$ cat src/rtl/mem_port_arbiter_pkg.sv
// Shared state encoding and default sizing for the CPU / I/O memory port arbiter.
package mem_port_arbiter_pkg;

  localparam int unsigned DATA_W_DEF       = 16;
  localparam int unsigned ADDR_W_DEF       = 16;
  localparam int unsigned STARVE_LIMIT_DEF = 4;
  localparam int unsigned CNT_W_DEF        = 3;

  typedef enum logic [2:0] {
    IDLE    = 3'd0,
    GNT_CPU = 3'd1,
    GNT_IO  = 3'd2,
    RSP_CPU = 3'd3,
    RSP_IO  = 3'd4
  } state_t;

endpackage

$ cat src/rtl/mem_port_arbiter_starve_counter.sv
// Saturating up-counter tracking CPU grants taken while the I/O port waits.
module starve_counter
  import mem_port_arbiter_pkg::*;
#(
  parameter int unsigned CNT_W = CNT_W_DEF,
  parameter int unsigned LIMIT = STARVE_LIMIT_DEF
) (
  input  logic clock,
  input  logic rst,
  input  logic inc,
  input  logic clr,
  output logic sat
);

  logic [CNT_W-1:0] cnt;

  assign sat = (cnt == CNT_W'(LIMIT));

  always_ff @(posedge clock) begin
    if (rst) begin
      cnt <= '0;
    end else if (clr) begin
      cnt <= '0;
    end else if (inc && !sat) begin
      cnt <= cnt + CNT_W'(1);
    end
  end

endmodule

$ cat src/rtl/mem_port_arbiter.sv
// Shares one synchronous single-port memory between the CPU and the I/O port.
// CPU has priority; the starvation counter forces an I/O grant after STARVE_LIMIT CPU wins.
module mem_port_arbiter
  import mem_port_arbiter_pkg::*;
#(
  parameter int unsigned DATA_W       = DATA_W_DEF,
  parameter int unsigned ADDR_W       = ADDR_W_DEF,
  parameter int unsigned STARVE_LIMIT = STARVE_LIMIT_DEF,
  parameter int unsigned CNT_W        = CNT_W_DEF
) (
  input  logic              clock,
  input  logic              rst,
  input  logic              cpu_req,
  input  logic              cpu_we,
  input  logic [ADDR_W-1:0] cpu_addr,
  input  logic [DATA_W-1:0] cpu_wdata,
  output logic [DATA_W-1:0] cpu_rdata,
  output logic              cpu_ack,
  input  logic              io_req,
  input  logic              io_we,
  input  logic [ADDR_W-1:0] io_addr,
  input  logic [DATA_W-1:0] io_wdata,
  output logic [DATA_W-1:0] io_rdata,
  output logic              io_ack,
  output logic [ADDR_W-1:0] mem_addr,
  output logic [DATA_W-1:0] mem_wdata,
  output logic              mem_write,
  input  logic [DATA_W-1:0] mem_rdata
);

  state_t state;
  logic   write_q;
  logic   cpu_ack_q;
  logic   io_ack_q;
  logic   rsp_read;
  logic   starve_sat;
  logic   io_first;
  logic   starve_inc;
  logic   starve_clr;

  // I/O wins when the CPU is absent or has used up its consecutive-grant allowance
  assign io_first   = io_req && (starve_sat || !cpu_req);
  assign starve_inc = (state == IDLE) && !io_first && cpu_req && io_req;
  assign starve_clr = (state == IDLE) && (io_first || !io_req);

  starve_counter #(
    .CNT_W (CNT_W),
    .LIMIT (STARVE_LIMIT)
  ) u_starve (
    .clock (clock),
    .rst   (rst),
    .inc   (starve_inc),
    .clr   (starve_clr),
    .sat   (starve_sat)
  );

  // Memory-side controls are loaded on entry to GNT so the synchronous memory sees them in GNT.
  always_ff @(posedge clock) begin
    if (rst) begin
      state     <= IDLE;
      mem_addr  <= '0;
      mem_wdata <= '0;
      write_q   <= 1'b0;
      cpu_ack_q <= 1'b0;
      io_ack_q  <= 1'b0;
      rsp_read  <= 1'b0;
    end else begin
      mem_addr  <= '0;
      mem_wdata <= '0;
      write_q   <= 1'b0;
      cpu_ack_q <= 1'b0;
      io_ack_q  <= 1'b0;
      case (state)
        IDLE: begin
          if (io_first) begin
            state     <= GNT_IO;
            mem_addr  <= io_addr;
            mem_wdata <= io_wdata;
            write_q   <= io_we;
            rsp_read  <= !io_we;
          end else if (cpu_req) begin
            state     <= GNT_CPU;
            mem_addr  <= cpu_addr;
            mem_wdata <= cpu_wdata;
            write_q   <= cpu_we;
            rsp_read  <= !cpu_we;
          end
        end
        GNT_CPU: begin
          state     <= RSP_CPU;
          cpu_ack_q <= 1'b1;
        end
        GNT_IO: begin
          state    <= RSP_IO;
          io_ack_q <= 1'b1;
        end
        RSP_CPU, RSP_IO: state <= IDLE;
        default:         state <= IDLE;
      endcase
    end
  end

  // Reset abandons an in-flight access immediately: no write strobe, no ack in the reset cycle.
  assign mem_write = write_q && !rst;
  assign cpu_ack   = cpu_ack_q && !rst;
  assign io_ack    = io_ack_q && !rst;
  assign cpu_rdata = (cpu_ack && rsp_read) ? mem_rdata : '0;
  assign io_rdata  = (io_ack && rsp_read) ? mem_rdata : '0;

endmodule

$ cat config.mk
export PLATFORM = sky130hd
export DESIGN_NAME = mem_port_arbiter
export DESIGN_NICKNAME = d
export VERILOG_FILES = /design/src/rtl/mem_port_arbiter_pkg.sv /design/src/rtl/mem_port_arbiter_starve_counter.sv /design/src/rtl/mem_port_arbiter.sv
export SDC_FILE = /design/constraint.sdc
export NUM_CORES = 1
export LEC_CHECK = 0
export ABC_AREA = 1
export ABC_CLOCK_PERIOD_IN_PS = 1420
export BUFFER_PORTS_ARGS = -buffer_cell sky130_fd_sc_hd__buf_4
export CAP_MARGIN = 25
export CORE_MARGIN = 2
export CORE_UTILIZATION = 39
export DETAILED_ROUTE_END_ITERATION = 8
export PLACE_DENSITY = 0.77
export SYNTH_ARGS = -nofsm -noshare
export SYNTH_HDL_FRONTEND = slang
export SYNTH_SLANG_ARGS = --single-unit
$ cat constraint.sdc
create_clock -name clock -period 1.42 [get_ports clock]
set_input_delay 0.355 -clock clock [delete_from_list [all_inputs] [get_ports clock]]
set_output_delay 0.355 -clock clock [all_outputs]
set_load 0.1 [all_outputs]
==> out/metrics.yaml <==
hold_path:
  min-delay-start: "cpu_wdata[5]"
  hold_class: "input port to register"
floorplanning:
  rows: 25
  die-area_um2: 5460
  fp.dieW_um: 73.9
  die-height_um: 73.9
  top_level_ports: 153
  core_area_um2: 4720
  start_util_pct: 40.3
synth:
  synth_top_area_share_pct: 44.1
  synthSimpleGateAreaFrac_pct: 23.3
  synth_compound_area_share_pct: 19.4
  ys_seq_area_share_pct: 44.1
  avgSynthCellArea_um2: 7.39
  synth_top_family_by_area: "simple AND/OR/NAND/NOR gates"
  synth_seq_cells: 42
  yosysWarnings: 0
  yosysTopAreaCell: "dfxtp_1"
  yosys-top-cells-area: "dfxtp_1 (44%), nor2_1 (14%), a21oi_1 (10%), o21ai_1 (7.6%), inv_1 (4.9%)"
  synthXorXnorAreaFrac_pct: 0.460
  synth_cell_type_count: 25
  syn_nets: 346
  synthCells: 258
  synth-adder-area-share_pct: 1.31
  syn_area_um2: 1910
  synthMuxAreaShare_pct: 0
global_routing:
  antenna_found_initial: 0
  grt_pass1_vias: 2538
  grt_pass1_wl_mm: 12.1
  overflow: 0
  grt_max_degree: 34
  grtUsageTotal_pct: 29.1
place:
  place_area_um2: 3430
  hpwlAfterDp_mm: 4.61
  placed_cells: 475
  io_buffers: 152
  place_congestion: 0.771
final_layout:
  final_util_pct: 87.3
  syn_to_final_growth_pct: 116
  insertedDiodeCount: 0
  finalNonFillerCells: 487
  final_cell_area_um2: 4120
  nets: 507
  drive_gt1_share_pct: 56.7
routing:
  routedWlPerCell_um: 18.1
  ant_nets: 0
  via_per_inst: 5.10
  dr.pass1.iters: 5
  vias: 2483
  drc: 0
  drtIter0Drc: 139
  wl_mm: 8.83
power_and_ir_drop:
  ir_drop_mv: 0.741
  cellPowerDensity_nw_per_um2: 951
  finalPower_mw: 3.92
  power_leakage_nw: 1.86
sta:
  max_freq_ghz: 0.562
  hold_viol: 0
  rsz0062_at_grt: "yes"
  finalCriticalPeriod_ns: 1.78
  post-route-period-util_pct: 125
  setup_violations: 34
  tightestPinTransition_ns: 0.325
  max_slew_margin_pct: 78.3
  fin_ws_ns: -0.359
  finalClockSkew_ns: 0.0140
  drv_slew: 0
cts:
  clock-root-buffer: "clkbuf_8"
  h-tree-depth: 2
  cts_tree: "done"
  numCtsBuffers: 5
  cts_sinks: 42
  clockBufferDepth: 2
  clk_pin_slew_ns: 0.09
  worstSkewPairLatency_ns: 0.30
setup_path:
  slowest_delay_ns: 0.47
  crit_buf_inv: 2
  crit_family: "flip-flops"
  start_kind: "register"
  crit_start: "rsp_read$_SDFFE_PP0P_"
  critPathKind: "register to output pin"
  path_max_fanout: 6
  arrival_ns: 1.42
  end_kind: "output pin"
  r2r-start: "u_starve.cnt[0]$_SDFFE_PP0P_"
  cp.required_ns: 1.07
  path_cells: "nand2_4 -> buf_16 -> nor2_4 -> buf_12"
  slowest_stage: "dfxtp_1"
outcome:
  status: "finished, violations left"
  violations: "negative setup slack"
flow_run:
  drv_cap: 0
## synthesized netlist by cell type
master,n
nor2_1,71
nor3_1,1
nand2_4,3
inv_2,1
dfxtp_1,42
nor2_4,2
nor2_8,1
o21ai_1,29
nand3_1,2
nor4_1,2
nand3b_1,1
nand2_2,3
clkbuf_2,3
ha_1,2
clkbuf_1,2
nand2_1,11
nor2_2,1
buf_6,6
o21ai_2,1
a21oi_1,38
xor2_1,1
buf_2,3
o21ai_0,5
buf_4,2
inv_1,25
## report_power, final
group / switching [mW] / total (mW) / internal, mW
Sequential: 0.0522 / 1.35 / 1.30
Combinational: 1.22 / 1.75 / 0.529
Clock: 0.421 / 0.823 / 0.402
## metal layers
layer | vias to the layer above | GRT usage (%) | part of all wire (%)
met5 | - | 0 | 0
met4 | 0 | 17.4 | 4.4
met3 | 31 | 9.74 | 8.2
met2 | 152 | 52.2 | 53
met1 | 1153 | 29.0 | 34
li1 | 1147 | - | -
## cells by family after synthesis
kind of cell,Yosys count
compound gates,73
xor+xnor,1
flops,42
fa+ha+maj,2
buf+inv,42
simple gates,98
## worst min-delay path: cells and delay by family
| kind | cells | cell delay, ns |
|---|---|---|
| AOI/OAI and AO/OA | 1 | 0.05 |
| and+or+nand+nor | 1 | 0.07 |
| buffers and inverters | 1 | 0.08 |
## stage by stage
| step | setup TNS (ns) | worst slack, ns | hold WS (ns) |
|---|---|---|---|
| 2_1_floorplan | -26.65 | -0.897 | 0.456 |
| 3_3_place_gp | -4.41 | -0.159 | 0.477 |
| 3_5_place_dp | -4.95 | -0.170 | 0.484 |
| 4_1_cts | -7.87 | -0.252 | 0.285 |
| 5_1_grt | -10.88 | -0.392 | 0.296 |
| 6_report | -9.48 | -0.359 | 0.286 |
## flip-flops by register name (all words and copies together), names as in the netlist
signal	cells
cpu_ack_q	1
io_ack_q	1
mem_addr	16
mem_wdata	16
rsp_read	1
state	3
u_starve.cnt	3
write_q	1
## final timing paths
kind | to | slack (ns) | cells past startpoint
hold / removal | mem_wdata[5]$_SDFF_PP0_ | 0.29 | 3
setup / recovery | cpu_rdata[0] | -0.36 | 4
hold reg to reg | io_ack_q$_SDFF_PP0_ | 0.52 | 1
setup reg to reg | mem_wdata[4]$_SDFF_PP0_ | -0.02 | 8
## area by class of cell
class / count / area [um2]
flip-flops and latches: 42 / 845
multi-input cells: 174 / 1150
clock buffers: 7 / 86.3
repair buffers: 170 / 1840
clock inverters: 1 / 8.76
fillers: 239 / 601
well taps: 67 / 83.8
inverters: 26 / 105
## repair_timing
action                     4_1_cts  5_1_grt
setup endpoints to repair       46       66
gates resized for setup        111       25
hold buffers                     0        0
pin swaps                        4        2
buffers inserted                 3        3
cloned                           1        1
## placed cells by master (no fill, tap or decap), types with 3 or more instances in the layout
| cell | netlist | layout |
|---|---|---|
| nor2_2 | 1 | 3 |
| nand2_1 | 11 | 11 |
| nor2_1 | 71 | 37 |
| dfxtp_1 | 42 | 39 |
| dfxtp_2 | 0 | 3 |
| inv_1 | 25 | 23 |
| nor2_4 | 2 | 34 |
| buf_6 | 6 | 6 |
| clkbuf_8 | 0 | 6 |
| buf_12 | 0 | 40 |
| nand2_4 | 3 | 4 |
| a21oi_1 | 38 | 29 |
| o21ai_0 | 5 | 5 |
| a21oi_2 | 0 | 9 |
| o21ai_1 | 29 | 29 |
| buf_4 | 2 | 121 |
No activity file was read; power rests on OpenSTA's default activity.
